<file path="src/rtl/byte_serial_wide_adder.sv">
// byte_serial_wide_adder: adds two NBYTES*8-bit operands one byte pair per
// cycle through a single 8-bit carry-lookahead adder, LSB byte first.
// The carry between bytes is kept in a register and the byte sums are
// assembled into a held wide result. Valid/ready handshakes on both sides.
//
// Optional build macro: OVERFLOW_DETECT_EN adds the 'ovf' output, which
// flags two's-complement signed overflow of the wide result.
//
// Also holds eight_bit_cla_adder, the combinational byte adder used here.

// eight_bit_cla_adder: purely combinational 8-bit adder with full carry
// lookahead (every carry is a flat sum-of-products of g/p and c_i).
module eight_bit_cla_adder (
  input  logic [7:0] a_i,
  input  logic [7:0] b_i,
  input  logic       c_i,
  output logic [7:0] s_o,
  output logic       c_o
);

  logic [7:0] gen;
  logic [7:0] prop;
  logic [8:0] carry;
  logic       acc;
  logic       pp;

  assign gen  = a_i & b_i;
  assign prop = a_i ^ b_i;

  // Lookahead carries: c[i+1] = g[i] | p[i]g[i-1] | ... | p[i..0]c_i.
  always_comb begin
    acc      = 1'b0;
    pp       = 1'b0;
    carry    = '0;
    carry[0] = c_i;
    for (int i = 0; i < 8; i++) begin
      acc = gen[i];
      pp  = prop[i];
      for (int j = i - 1; j >= 0; j--) begin
        acc = acc | (pp & gen[j]);
        pp  = pp & prop[j];
      end
      carry[i+1] = acc | (pp & c_i);
    end
  end

  assign s_o = prop ^ carry[7:0];
  assign c_o = carry[8];

endmodule

// Byte-serial wide adder top. NBYTES must lie in 2..16.
module byte_serial_wide_adder #(
  parameter int unsigned NBYTES = 4
) (
  input  logic                  clk,
  input  logic                  rst,
  input  logic                  in_valid,
  output logic                  in_ready,
  input  logic [8*NBYTES-1:0]   a,
  input  logic [8*NBYTES-1:0]   b,
  input  logic                  cin,
  output logic                  out_valid,
  input  logic                  out_ready,
  output logic [8*NBYTES-1:0]   sum,
  output logic                  cout,
`ifdef OVERFLOW_DETECT_EN
  output logic                  ovf,
`endif
  output logic                  busy
);

  localparam int unsigned W    = 8 * NBYTES;
  localparam int unsigned IdxW = $clog2(NBYTES);

  localparam logic [1:0] StIdle = 2'd0;
  localparam logic [1:0] StRun  = 2'd1;
  localparam logic [1:0] StDone = 2'd2;

  localparam logic [IdxW-1:0] LastIdx = IdxW'(NBYTES - 1);

  logic [1:0]      state_q, state_d;
  logic [W-1:0]    a_q, a_d;
  logic [W-1:0]    b_q, b_d;
  logic [W-1:0]    sum_q, sum_d;
  logic [IdxW-1:0] idx_q, idx_d;
  logic            carry_q, carry_d;
  logic            cout_q, cout_d;
  logic            out_valid_q, out_valid_d;

  logic [7:0]      add_a;
  logic [7:0]      add_b;
  logic [7:0]      add_s;
  logic            add_co;
  logic            accept;
  logic            take;
  logic            last_byte;

  // Byte lane selected by the running index feeds the shared adder.
  assign add_a = a_q[8*idx_q +: 8];
  assign add_b = b_q[8*idx_q +: 8];

  eight_bit_cla_adder u_cla (
    .a_i (add_a),
    .b_i (add_b),
    .c_i (carry_q),
    .s_o (add_s),
    .c_o (add_co)
  );

  assign accept    = (state_q == StIdle) && in_valid;
  assign take      = (state_q == StDone) && out_ready;
  assign last_byte = (state_q == StRun) && (idx_q == LastIdx);

  // Next-state logic for the sequencer and the result collector.
  always_comb begin
    state_d     = state_q;
    a_d         = a_q;
    b_d         = b_q;
    sum_d       = sum_q;
    idx_d       = idx_q;
    carry_d     = carry_q;
    cout_d      = cout_q;
    out_valid_d = out_valid_q;

    unique case (state_q)
      StIdle: begin
        if (in_valid) begin
          // Operands are captured so later changes on a/b cannot leak in.
          a_d     = a;
          b_d     = b;
          carry_d = cin;
          idx_d   = '0;
          sum_d   = '0;
          cout_d  = 1'b0;
          state_d = StRun;
        end
      end
      StRun: begin
        sum_d[8*idx_q +: 8] = add_s;
        carry_d             = add_co;
        if (idx_q == LastIdx) begin
          cout_d      = add_co;
          out_valid_d = 1'b1;
          idx_d       = '0;
          state_d     = StDone;
        end else begin
          idx_d = idx_q + 1'b1;
        end
      end
      StDone: begin
        // Result is held until the consumer takes it; in_valid is ignored.
        if (out_ready) begin
          out_valid_d = 1'b0;
          state_d     = StIdle;
        end
      end
      default: begin
        state_d     = StIdle;
        out_valid_d = 1'b0;
      end
    endcase
  end

  // State and datapath registers with synchronous reset.
  always_ff @(posedge clk) begin
    if (rst) begin
      state_q     <= StIdle;
      a_q         <= '0;
      b_q         <= '0;
      sum_q       <= '0;
      idx_q       <= '0;
      carry_q     <= 1'b0;
      cout_q      <= 1'b0;
      out_valid_q <= 1'b0;
    end else begin
      state_q     <= state_d;
      a_q         <= a_d;
      b_q         <= b_d;
      sum_q       <= sum_d;
      idx_q       <= idx_d;
      carry_q     <= carry_d;
      cout_q      <= cout_d;
      out_valid_q <= out_valid_d;
    end
  end

`ifdef OVERFLOW_DETECT_EN
  logic ovf_q, ovf_d;

  // Signed overflow: like-signed operands whose result sign differs.
  // The final byte's adder output carries the result MSB.
  always_comb begin
    ovf_d = ovf_q;
    if (accept || take) begin
      ovf_d = 1'b0;
    end else if (last_byte) begin
      ovf_d = (a_q[W-1] == b_q[W-1]) && (add_s[7] != a_q[W-1]);
    end
  end

  // Overflow flag register.
  always_ff @(posedge clk) begin
    if (rst) begin
      ovf_q <= 1'b0;
    end else begin
      ovf_q <= ovf_d;
    end
  end

  assign ovf = ovf_q;
`endif

  assign in_ready  = (state_q == StIdle);
  assign busy      = (state_q != StIdle);
  assign out_valid = out_valid_q;
  assign sum       = sum_q;
  assign cout      = cout_q;

endmodule

</file>
<file path="config.mk">
export PLATFORM = sky130hd
export DESIGN_NAME = byte_serial_wide_adder
export DESIGN_NICKNAME = d
export VERILOG_FILES = /design/src/rtl/byte_serial_wide_adder.sv
export SDC_FILE = /design/constraint.sdc
export NUM_CORES = 1
export LEC_CHECK = 0
export ABC_AREA = 1
export CORE_MARGIN = 1
export CORE_UTILIZATION = 56
export CTS_BUF_LIST = sky130_fd_sc_hd__clkbuf_8
export CTS_CLUSTER_SIZE = 28
export DETAILED_ROUTE_END_ITERATION = 8
export PLACE_DENSITY = 0.93
export SETUP_SLACK_MARGIN = 0.2
export SLEW_MARGIN = 20
export SYNTH_ARGS = -nofsm -noshare
export SYNTH_HDL_FRONTEND = slang
export SYNTH_SLANG_ARGS = --single-unit
</file>
<file path="constraint.sdc">
create_clock -name clk -period 4.13 [get_ports clk]
set_input_delay 0.413 -clock clk [delete_from_list [all_inputs] [get_ports clk]]
set_output_delay 0.413 -clock clk [all_outputs]
set_load 0.03 [all_outputs]
</file>
# [Yosys cells after proc, flatten, opt, wreduce, memory -nomap -nowiden]
# Index checks and enable logic that the tools add are counted.
[totals] out_inout_bits=36 wordCells=150 regBits=103 in_bits=69
[classes] n_eq_ne=6 mux=18 bitwise_logic=104 n_addsub=2 shift=4 reduce_logical=8
[ops] op="AND 1 bit" n=64
[ops] op="one-hot mux 32 bit (2 select lines)" n=1
[ops] op="variable part select 32 x 6 -> 8 bit" n=2
[ops] op="OR 1 bit" n=36
[ops] op="negator 5 -> 34 bit" n=1
[ops] op="variable shift 8 x 34 -> 32 bit, first input constant" n=1
[ops] op="variable part select 8 x 34 -> 32 bit" n=1
[ops] op="bitwise mux 32 bit" n=1
[ops] op="2-to-1 mux 32 bit" n=1
[ops] op="XOR 8 bit" n=2
[ops] op="2-to-1 mux 2 bit" n=5
[ops] op="AND reduction 3 bit" n=3
[ops] op="AND 8 bit" n=1
[ops] op="one-hot mux 2 bit (3 select lines)" n=1
[ops] op="2-to-1 mux 1 bit" n=5
[ops] op="equality test 2 bit, second input constant" n=2
[ops] op="!= test 2 bit, second input constant" n=2
[ops] op="one-hot mux 1 bit (2 select lines)" n=2
[ops] op="one-hot mux 2 bit (2 select lines)" n=1
[ops] op="AND reduction 2 bit" n=2
[ops] op="nonzero test 2 bit" n=2
[ops] op="one-hot mux 1 bit (3 select lines)" n=1
[ops] op="adder 2 x 1 -> 2 bit, second input constant" n=1
[ops] op="equality test 2 x 1 -> 1 bit, second input constant" n=1
[ops] op="other kinds (3)" n=3

# [Logic depth before layout (Yosys ltp)]
[depth] word_depth=14 mapped_depth=18 depth_no_buf=15

# [Hierarchy]
# A second synthesis with hierarchy kept.
[unflattened] hier_cells=679 area_unflattened_um2=4869.7
[modules_own_cells] mod="byte_serial_wide_adder" instances=1 seq_area_each_um2=2062.0 area_each_um2=4445.5 cells_each=607
[modules_own_cells] mod="eight_bit_cla_adder" instances=1 seq_area_each_um2=0.0 area_each_um2=424.2 cells_each=72

# [Worst setup path after synthesis]
# OpenSTA, ideal clock, no wires.
[synth_path] kind="register to register" startpoint="register idx_q[0]" endpoint="register sum_q[15], in the netlist sum[15]" arrival_ps=2273 path_buffers=3 stages_incl_launch_ff=19 slack_ps=1786 setup_time_ps=70 synth_period_minus_slack_ps=2344 required_ps=4060 path_cell_list="dfxtp_1 -> buf_2 -> inv_1 -> buf_2 -> buf_2 -> nor2_1 -> o22ai_1 -> ha_1 -> nand2_1 -> inv_1 -> nand2_1 -> nand3_1 -> nor2_2 -> nand2_1 -> nand2_1 -> nand3_1 -> nor2_1 -> nand2_1 -> a21oi_1"
[synth_via] elab_chain_len=14 word_cells_on_any_way=87 classes_between="1 x add/sub; 4 x shift; 2 x mux; 80 x bitwise"
[synth_rtl] item="start, declared" line_no="86" rtl="logic [IdxW-1:0] idx_q, idx_d;"
[synth_rtl] item="start signal, assigned" line_no="181" rtl="idx_q <= idx_d;"
[synth_rtl] item="variable part select 32 x 6 -> 8 bit, on equally long branches" line_no="100, 101"
[synth_rtl] item="XOR 8 bit or AND 8 bit (tied branches)" line_no="28, 27"
[synth_rtl] item="AND 1 bit, on equally long branches" line_no="40, 41"
[synth_rtl] item="OR 1 bit, or another cell as far along (5 in a row)" line_no="40" rtl="acc = acc | (pp & gen[j]);"
[synth_rtl] item="OR 1 bit or AND 1 bit (tied branches)" line_no="40, 43"
[synth_rtl] item="OR 1 bit" line_no="43" rtl="carry[i+1] = acc | (pp & c_i);"
[synth_rtl] item="XOR 8 bit" line_no="47" rtl="assign s_o = prop ^ carry[7:0];"
[synth_rtl] item="variable part select 8 x 34 -> 32 bit" line_no="140" rtl="sum_d[8*idx_q +: 8] = add_s;"
[synth_rtl] item="bitwise mux 32 bit *" line_no="140"
[synth_rtl] item="one-hot mux 32 bit (2 select lines) *" line_no="126" rtl="unique case (state_q)"
[synth_rtl] item="end signal, assigned" line_no="180" rtl="sum_q <= sum_d;"
[synth_rtl] item="end, declared" line_no="85" rtl="logic [W-1:0] sum_q, sum_d;"
# Every way passes the cells marked *; elsewhere a longest branch is shown, timed or not.
# A chain may end at the register's enable or synchronous reset.

# [Worst setup path after layout]
[layout_path] startpoint="register idx_q[0]" endpoint="register sum_q[31], in the netlist sum[31]"
# The elaborated chain is that of the path after synthesis.

==> reports/summary.txt <==
# Post-CTS Setup Buffers -> 0
Met2 wire length -> 6260 um
Hold Vio Cnt, Final -> 0
Post-synth top cells -> nor2_1, dfxtp_1, o21ai_0
Critical Path, Cell by Cell -> clkinv_1 -> o21ai_0 -> o22ai_1 -> ha_1 -> nand2_1 -> inv_1 -> nand2_1 -> nand3_1 -> nor2_2 -> nand2_1 -> nand2_1 -> nand3_1 -> nor2_1 -> nand2_1 -> a21oi_1
Highest clock rate -> 287 MHz
Final #Nets -> 802
Flop pwr share -> 46.9%
Max clock buf depth -> 2
Drt pass-1 iters -> 5
Worst-path clk slew -> 0.10 ns
Syn avg cell area -> 7.35 sq um
Critical Path Sink -> sum[31]
Int Pwr -> 0.00161 W
Metal-1 WL -> 4860 um
Die Y -> 93.5 um
GRT overflow -> 0
Syn nets -> 720
Hold buffer count at CTS -> 0
Pre-CTS setup slack -> 1.16 ns
Width of the die -> 93.5 um
Die area -> 8730 sq um
Post-synth EDFFs -> 0
Slowest stage delay, CP -> 0.79 ns
Ant. Diodes -> 0
Layout cell share with drive strength beyond 1 -> 6.49%
Synth Flop Type -> dfxtp_1
Seq/Total Area, Yosys -> 44.0%
Hold crit path type -> reg2reg
CP top delay family -> simple AND/OR/NAND/NOR gates
Post-synthesis async set-or-reset flop share -> 0%
Post-synth top area cell -> dfxtp_1
Dpl hpwl -> 8960 um
Worst Setup End Kind -> flop
Largest net degree at the start of global routing -> 70
I/O pin count -> 105
Initial Util -> 59.1%
Via Count -> 4704
First-pass GRT wire length -> 20500 um
Post-DR vias/cell -> 5.69
RR Endpoint -> sum[31]
H-tree Lvls -> 3
Initial antenna violation count -> 0
GRT Resource Usage Total -> 29.8%
Mapped Cells -> 637
Placed cell area -> 5680 sq um
Finish-stage setup viols -> 0
R2r startpoint -> idx_q[0]
CP Launch Type -> flop
Most instantiated library cell after synthesis -> nor2_1
Worst Slack Setup Final -> 0.648 ns
Library cells used by synthesis -> 35
Max Cap Viol -> 0
Worst-Skew Late Latency -> 0.37 ns
CTS buffer count -> 9
Power, Total -> 0.00235 W
Share of the synthesized area in the top cell type -> 44.0%
CP arrival -> 3.78 ns
Pwr Density -> 398 nW/um^2
Worst clock skew -> 0.0119 ns
DR WL/cell -> 15.1 um
Logic pwr share -> 24.2%
Crit path buffers/inverters -> 2
Crit path from -> idx_q[0]
Sw Pwr -> 0.000732 W
RSZ-0062 raised after global routing -> no
Setup TNS -> 0 ns
Worst path slowest cell -> clkinv_1
Synth Register Bits -> 103
DRC -> 0
Max VDD drop -> 0.262 mV
Leak pwr -> 2.34 nW
Slew margin rel. -> 32.2%
Clk root buf -> clkbuf_8
Run status -> finished, final reports clean
CTS resizes -> 0
DR top layer -> met4
CP required -> 4.43 ns
Num rows -> 32
DR WL met3 -> 968 um
Final wirelength -> 12400 um
Initial DRC count -> 440
Yosys warning total -> 0
Layout area overhead -> 25.7%
Worst slew pin tran -> 1.01 ns
PortBufs -> 104
Reg2reg path depth -> 15
Crit. path cell count -> 15
Final antenna-violating net count -> 0
Max Slew Vio Count -> 0
Final Cycle Share -> 84.3%
Crit path top cell by count -> nand2_1
Sw Share -> 31.2%
Routability cong. -> 1.02
CP max FO -> 39
Min Tclk post-route -> 3.48 ns
Final instance area -> 5890 sq um
Vias in the first global route -> 4516
Reg-to-reg setup timing slack -> 0.65 ns
CORE AREA -> 7930 sq um
CTS sink count -> 103
CTS tree -> built
Worst setup path class -> reg2reg
Clock Power Share -> 28.8%
Synth area leaders -> dfxtp_1, nor2_1, o21ai_0, nand2_1, a21oi_1
Syn Std Cell Area -> 4680 sq um
worst register-to-register path: cells and delay by family, from the launching register on:
family / cells / cell delay, ns
AO/OA/AOI/OAI: 3 / 0.85
adder cells (fa/ha/maj): 1 / 0.40
buffers and inverters: 2 / 0.85
flip-flops: 1 / 0.35
AND/OR/NAND/NOR: 9 / 0.99
cell families after synthesis:
kind of cell,share of synthesized area [%]
AND/OR/NAND/NOR,27.2
AO/OA/AOI/OAI,17.5
flip-flops,44.0
buffers and inverters,6.86
adder cells (fa/ha/maj),3.90
XOR/XNOR,0.534
routing by layer:
metal,vias up,GRT usage [%]
li1,2249,-
met1,2170,35.2
met2,241,52.3
met3,44,6.34
met4,0,12.7
met5,-,0
metrics by stage:
| step | instances | utilization, % | hold WS [ns] |
|---|---|---|---|
| 2_1_floorplan | 637 | - | 0.449 |
| 3_3_place_gp | 810 | 71.6 | 0.453 |
| 3_5_place_dp | 810 | 71.6 | 0.451 |
| 4_1_cts | 826 | 74.3 | 0.464 |
| 5_1_grt | 826 | 74.3 | 0.486 |
| 6_report | 826 | 74.3 | 0.468 |
layout by cell type (no fill, tap or decap):
| master | count |
|---|---|
| nand2_1 | 74 |
| fa_1 | 1 |
| dfxtp_1 | 103 |
| xor2_2 | 1 |
| nor2_2 | 3 |
| nand2_2 | 4 |
| a21oi_2 | 1 |
| nor3_4 | 2 |
| o21ai_0 | 97 |
| clkbuf_8 | 9 |
| nand3b_1 | 3 |
| inv_1 | 24 |
| inv_6 | 1 |
| xnor2_1 | 1 |
| nand3_1 | 19 |
| nor2_4 | 4 |
| bufinv_16 | 2 |
| clkdlybuf4s50_1 | 104 |
| or2_2 | 1 |
| o22ai_1 | 16 |
| nor3_1 | 3 |
| a22oi_1 | 2 |
| clkinv_1 | 1 |
| a31oi_1 | 1 |
| nor2_8 | 1 |
| nand4_1 | 6 |
| o21ai_1 | 2 |
| nand2_4 | 2 |
| and2_1 | 1 |
| nor2_1 | 168 |
| clkinv_2 | 1 |
| buf_4 | 4 |
| a221oi_1 | 1 |
| inv_2 | 8 |
| nor2b_2 | 1 |
| nand3_2 | 1 |
| ha_1 | 13 |
| clkinvlp_4 | 1 |
| a21oi_1 | 37 |
flip-flops by register name, indices dropped and copies added (netlist names):
register / count
carry_q: 1
b_q: 32
out_valid: 1
a_q: 32
state_q: 2
cout: 1
idx_q: 2
sum: 32
area by class of cell:
type	instances	area, sq um
multi-input combinational	466	2300
sequential	103	2060
fill	571	2040
timing repair buffer	108	1070
tap	102	128
clock buffer	9	124
inverter	31	116
clock inverter	7	88.8
worst min path at each step:
| stage | start | end | slack [ns] | cells past startpoint |
|---|---|---|---|---|
| finish | sum[8] | sum[8] | 0.47 | 2 |
| global route | sum[8] | sum[8] | 0.49 | 2 |
| global placement | sum[6] | sum[6] | 0.45 | 2 |
| CTS | sum[8] | sum[8] | 0.46 | 2 |
| floorplan | b_q[16] | b_q[16] | 0.45 | 2 |
| detailed placement | sum[8] | sum[8] | 0.45 | 2 |
power groups by stage:
stage               combinational [W]  sequential (W)  clock [W]
floorplan                    0.000375         0.00112          0
global placement             0.000528         0.00112          0
detailed placement           0.000551         0.00112          0
CTS                          0.000558         0.00110   0.000672
global route                 0.000627         0.00111   0.000713
finish                       0.000568         0.00110   0.000676
(Power assumes the default switching activity.)
